<file path="src/rtl/adder4_job_sequencer_if.sv">
// Job/operand/result bundle between the sequencer, its job source, the shared
// 4-lane adder and the downstream sum consumer.
interface adder4_job_sequencer_if #(
  parameter int DATA_WIDTH = 16,
  parameter int LEN_WIDTH  = 8
);
  logic                    start;
  logic [LEN_WIDTH-1:0]    len;
  logic                    busy;
  logic                    done;
  logic                    in_valid;
  logic                    in_ready;
  logic [4*DATA_WIDTH-1:0] in_a;
  logic [4*DATA_WIDTH-1:0] in_b;
  logic [4*DATA_WIDTH-1:0] add_a;
  logic [4*DATA_WIDTH-1:0] add_b;
  logic [4*DATA_WIDTH-1:0] add_sum;
  logic                    out_valid;
  logic                    out_ready;
  logic [4*DATA_WIDTH-1:0] out_sum;
  logic                    out_last;
  logic [LEN_WIDTH-1:0]    beats_left;

  modport slave (
    input  start, len, in_valid, in_a, in_b, add_sum, out_ready,
    output busy, done, in_ready, add_a, add_b, out_valid, out_sum, out_last, beats_left
  );

  modport master (
    output start, len, in_valid, in_a, in_b, add_sum, out_ready,
    input  busy, done, in_ready, add_a, add_b, out_valid, out_sum, out_last, beats_left
  );
endinterface

</file>
<file path="src/rtl/adder4_job_sequencer.sv">
// Streams vector-add job beats through an external combinational 4-lane adder
// into a single-entry output register, with a one-cycle done pulse per job.
module adder4_job_sequencer #(
  parameter int DATA_WIDTH = 16,
  parameter int LEN_WIDTH  = 8
) (
  input logic                  clk,
  input logic                  rst_n,
  adder4_job_sequencer_if.slave bus
);
  // state | meaning
  // IDLE  | no job; start with len!=0 opens a job, len==0 just pulses done
  // RUN   | accepting operand beats, one per cycle while the output slot frees
  // DRAIN | all beats accepted; waiting for the final sum to be popped
  typedef enum logic [1:0] {
    IDLE  = 2'd0,
    RUN   = 2'd1,
    DRAIN = 2'd2
  } state_t;

  state_t                  state;
  logic                    busy_q;
  logic                    done_q;
  logic                    out_valid_q;
  logic                    out_last_q;
  logic [4*DATA_WIDTH-1:0] out_sum_q;
  logic [LEN_WIDTH-1:0]    beats_left_q;
  logic                    accept;
  logic                    pop;

  assign bus.add_a      = bus.in_a;
  assign bus.add_b      = bus.in_b;
  assign bus.busy       = busy_q;
  assign bus.done       = done_q;
  assign bus.out_valid  = out_valid_q;
  assign bus.out_last   = out_last_q;
  assign bus.out_sum    = out_sum_q;
  assign bus.beats_left = beats_left_q;

  // Ready looks only at state and the output slot, never at in_valid.
  assign bus.in_ready = (state == RUN) && (!out_valid_q || bus.out_ready);
  assign accept       = bus.in_valid && bus.in_ready;
  assign pop          = out_valid_q && bus.out_ready;

  always_ff @(posedge clk or negedge rst_n) begin
    if (!rst_n) begin
      state        <= IDLE;
      busy_q       <= 1'b0;
      done_q       <= 1'b0;
      out_valid_q  <= 1'b0;
      out_last_q   <= 1'b0;
      out_sum_q    <= '0;
      beats_left_q <= '0;
    end else begin
      done_q <= 1'b0;
      case (state)
        IDLE: begin
          if (bus.start) begin
            if (bus.len != '0) begin
              state        <= RUN;
              beats_left_q <= bus.len;
              busy_q       <= 1'b1;
            end else begin
              done_q <= 1'b1;
            end
          end
        end
        RUN: begin
          if (accept) begin
            out_sum_q    <= bus.add_sum;
            out_valid_q  <= 1'b1;
            beats_left_q <= beats_left_q - LEN_WIDTH'(1);
            out_last_q   <= (beats_left_q == LEN_WIDTH'(1));
            if (beats_left_q == LEN_WIDTH'(1)) begin
              state <= DRAIN;
            end
          end else if (pop) begin
            out_valid_q <= 1'b0;
            out_last_q  <= 1'b0;
          end
        end
        DRAIN: begin
          if (pop && out_last_q) begin
            out_valid_q <= 1'b0;
            out_last_q  <= 1'b0;
            done_q      <= 1'b1;
            busy_q      <= 1'b0;
            state       <= IDLE;
          end
        end
        default: state <= IDLE;
      endcase
    end
  end
endmodule
</file>
<file path="src/flat_wrapper.sv">
// flat-port wrapper written by rule: the top's interface ports become plain ports
module adder4_job_sequencer_flat 
#(
  parameter int DATA_WIDTH = 16,
  parameter int LEN_WIDTH  = 8
)
  (clk, rst_n, bus_start, bus_len, bus_in_valid, bus_in_a, bus_in_b, bus_add_sum, bus_out_ready, bus_busy, bus_done, bus_in_ready, bus_add_a, bus_add_b, bus_out_valid, bus_out_sum, bus_out_last, bus_beats_left);
  adder4_job_sequencer_if #(.DATA_WIDTH(DATA_WIDTH), .LEN_WIDTH(LEN_WIDTH)) bus_i ();
  input logic clk;
  input logic rst_n;
  input wire logic [$bits(bus_i.start)-1:0] bus_start;
  input wire logic [$bits(bus_i.len)-1:0] bus_len;
  input wire logic [$bits(bus_i.in_valid)-1:0] bus_in_valid;
  input wire logic [$bits(bus_i.in_a)-1:0] bus_in_a;
  input wire logic [$bits(bus_i.in_b)-1:0] bus_in_b;
  input wire logic [$bits(bus_i.add_sum)-1:0] bus_add_sum;
  input wire logic [$bits(bus_i.out_ready)-1:0] bus_out_ready;
  output wire logic [$bits(bus_i.busy)-1:0] bus_busy;
  output wire logic [$bits(bus_i.done)-1:0] bus_done;
  output wire logic [$bits(bus_i.in_ready)-1:0] bus_in_ready;
  output wire logic [$bits(bus_i.add_a)-1:0] bus_add_a;
  output wire logic [$bits(bus_i.add_b)-1:0] bus_add_b;
  output wire logic [$bits(bus_i.out_valid)-1:0] bus_out_valid;
  output wire logic [$bits(bus_i.out_sum)-1:0] bus_out_sum;
  output wire logic [$bits(bus_i.out_last)-1:0] bus_out_last;
  output wire logic [$bits(bus_i.beats_left)-1:0] bus_beats_left;
  assign bus_i.start = bus_start;
  assign bus_i.len = bus_len;
  assign bus_i.in_valid = bus_in_valid;
  assign bus_i.in_a = bus_in_a;
  assign bus_i.in_b = bus_in_b;
  assign bus_i.add_sum = bus_add_sum;
  assign bus_i.out_ready = bus_out_ready;
  assign bus_busy = bus_i.busy;
  assign bus_done = bus_i.done;
  assign bus_in_ready = bus_i.in_ready;
  assign bus_add_a = bus_i.add_a;
  assign bus_add_b = bus_i.add_b;
  assign bus_out_valid = bus_i.out_valid;
  assign bus_out_sum = bus_i.out_sum;
  assign bus_out_last = bus_i.out_last;
  assign bus_beats_left = bus_i.beats_left;
  adder4_job_sequencer #(.DATA_WIDTH(DATA_WIDTH), .LEN_WIDTH(LEN_WIDTH)) u_core (.clk(clk), .rst_n(rst_n), .bus(bus_i));
endmodule
</file>
<file path="config.mk">
export PLATFORM = sky130hd
export DESIGN_NAME = adder4_job_sequencer_flat
export DESIGN_NICKNAME = d
export VERILOG_FILES = /design/src/rtl/adder4_job_sequencer_if.sv /design/src/rtl/adder4_job_sequencer.sv /design/src/flat_wrapper.sv
export SDC_FILE = /design/constraint.sdc
export NUM_CORES = 1
export LEC_CHECK = 0
export ABC_AREA = 1
export CAP_MARGIN = 0
export CORE_AREA = 5 5 156 158
export DETAILED_ROUTE_END_ITERATION = 6
export DIE_AREA = 0 0 161 163
export HOLD_SLACK_MARGIN = 0.15
export SLEW_MARGIN = 20
export SYNTH_ARGS = -nofsm -noshare
export SYNTH_HDL_FRONTEND = slang
export SYNTH_SLANG_ARGS = --single-unit
</file>
<file path="constraint.sdc">
create_clock -name clk -period 3.5 [get_ports clk]
set_input_delay 0.35 -clock clk [delete_from_list [all_inputs] [get_ports clk]]
set_output_delay 0.35 -clock clk [all_outputs]
set_load 0.05 [all_outputs]
</file>
Word-level counts from Yosys, hierarchy flattened:

Cells that the tools add are included.

* reduce and logical (&&, ||, !) cells: 16
* equal/unequal tests: 9
* $add $sub $neg: 1
* multiplexer cells: 23

Operator list (number)
* $mux 8: 3
* $pmux 8 s2: 1
* $mux 2: 5
* $mux 1: 9
* $eq 8x1->1 const B: 1
* $pmux 1 s2: 4
* $reduce_and 4->1: 2
* $reduce_bool 8->1: 1
* $sub 8x1->8 const B: 1
* $ne 2x1->1 const B: 3
* $pmux 2 s3: 1
* $reduce_bool 2->1: 3
* $reduce_and 5->1: 1
* $logic_and 1x1->1: 4
* $ne 2x2->1 const B: 2
* $ne 3x1->1 const B: 1
* $reduce_and 3->1: 1
* $eq 2x1->1 const B: 1
* $eq 2x2->1 const B: 1
* $logic_not 2->1: 1
* $reduce_and 2->1: 1
* $logic_not 1->1: 1
* $logic_or 1x1->1: 1

* logic and storage cells: 56
* bits of input ports: 205
* register bits after elaboration: 78
* output and inout port bits: 205

Depth between registers and ports, before layout:

* depth in word-level cells: 6
* mapped depth: 10
* mapped depth without buffers: 9

Worst setup path before layout:

No wires, ideal clock.

* path kind: flip-flop to output port
* start: reg u_core.state[1]
* end: out bus_in_ready
* data required time: 3.150 ns
* slack: 1.507 ns
* arrival time: 1.643 ns
* cell stages (with the launch flop): 6
* buffers on the path: 1
* path through: dfrtp_1 -> inv_1 -> ha_1 -> inv_1 -> clkbuf_1 -> a21oi_1

* longest elaborated chain between the ends: 2

RTL lines
* from (decl): line adder4_job_sequencer.sv:21 `state_t state;`
* from (signal assigned): line adder4_job_sequencer.sv:47 `state <= IDLE;`
* from (signal assigned): line adder4_job_sequencer.sv:60 `state <= RUN;`
* from (signal assigned): line adder4_job_sequencer.sv:75 `state <= DRAIN;`
* $eq 2x1->1: line adder4_job_sequencer.sv:41 `assign bus.in_ready = (state == RUN) && (!out_valid_q || bus.out_ready);`
* $logic_and 1x1->1: line adder4_job_sequencer.sv:41
* to (decl): line flat_wrapper.sv:20 `output wire logic [$bits(bus_i.in_ready)-1:0] bus_in_ready;`

No other way between the ends.

Worst setup path after layout:

Ends and elaborated chain as after synthesis.

==> impl_metrics.py <==
metrics = {
    "global_routing": {
        "gr-usage-all-layers_pct": 10.51,
        "grt_max_degree": 66,
        "grt_overflow_total": 0,
        "number_of_global_route_vias_before_repair": 3424,
        "antenna_found_initial": 0,
        "grt_first_pass_wirelength_mm": 20.93,
    },
    "place": {
        "placed_cells_incl_taps": 850,
        "final_weighted_congestion_of_routability_driven_global_placement": 0.7952,
        "hpwlAfterDp_mm": 10.42,
        "postPlaceCellArea_um2": 5310,
        "buffer_ports.inserted": 153,
    },
    "floorplanning": {
        "die_w_um": 161,
        "std_cell_rows": 56,
        "die_y_um": 163,
        "io_pins": 410,
        "floorplan.die_area_um2": 26240,
        "initial_utilization_pct": 19.32,
        "core_region_area_um2": 22980,
    },
    "timing": {
        "max_clock_freq_ghz": 0.3349,
        "fin_crit_sh_pct": 85.33,
        "timing.clock.skew_ns": 0.008903,
        "grt_setup_unrepaired": "no",
        "timing.final.hold_violations": 0,
        "final_critical_delay_including_setup_and_external_delays_ns": 2.986,
        "timing.setup.tns_ns": 0,
        "maxSlewHeadroom_pct": 44.38,
        "setup_viol": 0,
        "drv_slew": 0,
        "tightestPinTransition_ns": 0.8331,
    },
    "cts": {
        "cts_inserted_buffers": 9,
        "clock_latency_ns": 0.34,
        "cts.clk_slew.worst_paths_ns": 0.06,
        "cts_tree": "done",
        "cts_max_level": 3,
        "clock_tree.root_cell": "sky130_fd_sc_hd__clkbuf_16",
        "max-clock-path-buffers": 2,
        "cts_hold_buffers": 1,
        "sinks_on_clock_net": 78,
        "cts.repair_timing.setup_buffer_count": 0,
        "ctsResizeCount": 0,
    },
    "worst_setup_path": {
        "r2r_cells": 7,
        "element_type_at_the_critical_path_start": "flip-flop",
        "crit_required_ns": 3.15,
        "path_max_fanout": 12,
        "worstSetupEndpointType": "output pin",
        "timing.reg2reg.setup_slack_ns": 1.22,
        "setup.worst_path.end": "bus_in_ready",
        "cp_class": "flip-flop to output pin",
        "arrival_ns": 2.64,
        "crit-reg2reg-capture": "u_core.bus.out_sum[19]$_DFFE_PN0P_",
        "regToRegStartpoint": "u_core.state[1]$_DFFE_PN0P_",
        "critPathLaunch": "u_core.state[1]$_DFFE_PN0P_",
    },
    "synth": {
        "synth.lib_cells_used.distinct": 23,
        "cell_types_with_the_largest_area_share_after_synthesis": "sky130_fd_sc_hd__dfrtp_1 44%, sky130_fd_sc_hd__buf_4 23%, sky130_fd_sc_hd__nand2_1 20%, sky130_fd_sc_hd__ha_1 1.7%, sky130_fd_sc_hd__inv_1 1.5%",
        "post_synth.cell_area_avg_um2": 8.101,
        "synth.net_count": 759,
        "ys_seq_area_share_pct": 43.97,
        "synth_largest_type_area_fraction_pct": 43.97,
        "yosys.area.top_type": "sky130_fd_sc_hd__dfrtp_1",
        "synth_warnings": 0,
        "synth_seq_cells": 78,
        "synthCells": 548,
        "synth_area_um2": 4439,
    },
    "routing": {
        "detail_route.drc_violations": 0,
        "route.vias.total": 3327,
        "route.final.wire_length_mm": 14.11,
        "drt_iter0_drc": 76,
        "postRouteAntennaNets": 0,
        "routed_via_density": 3.837,
        "detail_route.wl_per_cell_um": 16.28,
        "drt_first_pass_iters": 4,
    },
    "power_and_ir_drop": {
        "total_power_mw": 6.063,
        "seqPwrFrac_pct": 26.0,
        "intPower_mw": 2.989,
        "p_comb_share_pct": 58.2,
        "max-vdd-ir-drop_uv": 302.3,
        "swShare_pct": 50.70,
        "power_per_cell_area_nw_per_um2": 1080,
        "clkPwrFrac_pct": 15.8,
        "switchingPower_mw": 3.074,
        "static-leakage-power_nw": 2.642,
    },
    "final_layout": {
        "drive_gt1_share_pct": 7.452,
        "final_cell_count_no_fill": 867,
        "cell_area_after_layout_um2": 5612,
        "multi_input_comb_area_um2": 1341,
        "core_util_final_pct": 24.42,
        "finish.net_count": 783,
        "n_fill_cell": 2537,
        "layout-area-overhead-vs-synth_pct": 26.41,
        "antennaDiodeCount": 0,
        "register_area_um2": 1952,
    },
    "min_path": {
        "hold_path_class": "flip-flop to flip-flop",
    },
    "outcome": {
        "run_status": "completed",
    },
    "job": {
        "max-cap-violations": 0,
    },
}
critical path: stages (launching register included):
cell and delay [ns]:
sky130_fd_sc_hd__dfrtp_1 0.40, sky130_fd_sc_hd__inv_1 0.10, sky130_fd_sc_hd__ha_1 0.47, sky130_fd_sc_hd__inv_1 0.31, sky130_fd_sc_hd__a21oi_1 0.20, sky130_fd_sc_hd__clkdlybuf4s50_1 0.83
power groups by stage:
stage	sequential (mW)	clock, mW	combinational (mW)
after CTS	1.58	1.01	3.59
after detailed placement	1.59	0	3.57
after global placement	1.58	0	3.54
after global routing	1.64	1.05	3.77
final	1.58	0.960	3.53
after floorplan	2.95	0	1.39
worst min path at each step:
stage                                             startpoint                                    to  cells past startpoint
after floorplan                                        rst_n  u_core.bus.beats_left[0]$_DFFE_PN0P_                      0
after global placement    u_core.bus.out_sum[17]$_DFFE_PN0P_    u_core.bus.out_sum[17]$_DFFE_PN0P_                      2
after detailed placement                               rst_n  u_core.bus.beats_left[7]$_DFFE_PN0P_                      1
after CTS                 u_core.bus.out_sum[53]$_DFFE_PN0P_    u_core.bus.out_sum[53]$_DFFE_PN0P_                      2
after global routing      u_core.bus.out_sum[57]$_DFFE_PN0P_    u_core.bus.out_sum[57]$_DFFE_PN0P_                      2
final                     u_core.bus.out_sum[53]$_DFFE_PN0P_    u_core.bus.out_sum[53]$_DFFE_PN0P_                      2
area by class of cell:
type / count / area share, %
clock buffers: 11 / 4.147
clock inverters: 5 / 1.048
inverters: 20 / 1.338
multi-input cells: 305 / 23.90
flip-flops and latches: 78 / 34.78
well taps: 290 / 6.466
repair buffers: 158 / 28.32
metrics by stage:
step / worst slack [ns] / hold WS (ns)
final: 0.5136 / 0.4776
after global routing: 0.3304 / 0.5024
after CTS: 0.4845 / 0.4817
after detailed placement: 0.8595 / 0.3531
after global placement: 0.9287 / 0.4609
after floorplan: 1.507 / 0.05441
cell usage after synthesis:
library cell,instances
sky130_fd_sc_hd__nor2_1,12
sky130_fd_sc_hd__clkbuf_1,1
sky130_fd_sc_hd__buf_2,7
sky130_fd_sc_hd__nand3_2,3
sky130_fd_sc_hd__buf_4,136
sky130_fd_sc_hd__nand2_2,5
sky130_fd_sc_hd__dfrtp_1,78
sky130_fd_sc_hd__buf_6,1
sky130_fd_sc_hd__o31ai_2,1
sky130_fd_sc_hd__or2_2,1
sky130_fd_sc_hd__ha_1,6
sky130_fd_sc_hd__o21ai_0,5
sky130_fd_sc_hd__nor2_2,1
sky130_fd_sc_hd__nand4_1,5
sky130_fd_sc_hd__a21oi_2,3
sky130_fd_sc_hd__o21ai_2,6
sky130_fd_sc_hd__inv_2,2
sky130_fd_sc_hd__inv_1,18
sky130_fd_sc_hd__nand2_1,239
sky130_fd_sc_hd__a21oi_1,4
sky130_fd_sc_hd__o21ai_1,1
sky130_fd_sc_hd__nand3_1,11
sky130_fd_sc_hd__nor2_4,2
cell usage in the layout (no fill, tap or decap), types with 5 or more instances in the layout:
| master | n |
|---|---|
| sky130_fd_sc_hd__o21ai_0 | 5 |
| sky130_fd_sc_hd__nand3_1 | 11 |
| sky130_fd_sc_hd__clkdlybuf4s50_1 | 152 |
| sky130_fd_sc_hd__inv_1 | 18 |
| sky130_fd_sc_hd__nand2_1 | 239 |
| sky130_fd_sc_hd__ha_1 | 6 |
| sky130_fd_sc_hd__nand4_1 | 5 |
| sky130_fd_sc_hd__nor2_1 | 12 |
| sky130_fd_sc_hd__clkbuf_16 | 9 |
| sky130_fd_sc_hd__o21ai_2 | 6 |
| sky130_fd_sc_hd__nand2_2 | 5 |
| sky130_fd_sc_hd__dfrtp_1 | 78 |
flip-flops by register name, summed over array words and instances, names as in the netlist:
name	cells
u_core.bus.out_sum	64
u_core.bus.beats_left	8
u_core.state	2
u_core.bus.busy	1
u_core.bus.done	1
u_core.bus.out_last	1
u_core.bus.out_valid	1
cells by family after synthesis:
kind of cell / Yosys count / share of synthesized area (%)
adder cells (fa/ha/maj): 6 / 1.691
AND/OR/NAND/NOR: 279 / 25.34
flip-flops: 78 / 43.97
buffers and inverters: 165 / 25.82
AO/OA/AOI/OAI: 20 / 3.185
per-layer routing:
metal,vias to the layer above,share of wire (%),global-route usage (%)
met5,-,0,0
met4,0,5.7,6.863
met3,84,11,5.264
met2,176,44,15.83
met1,1482,39,11.74
li1,1585,-,-
No activity file was read; power rests on OpenSTA's default activity.
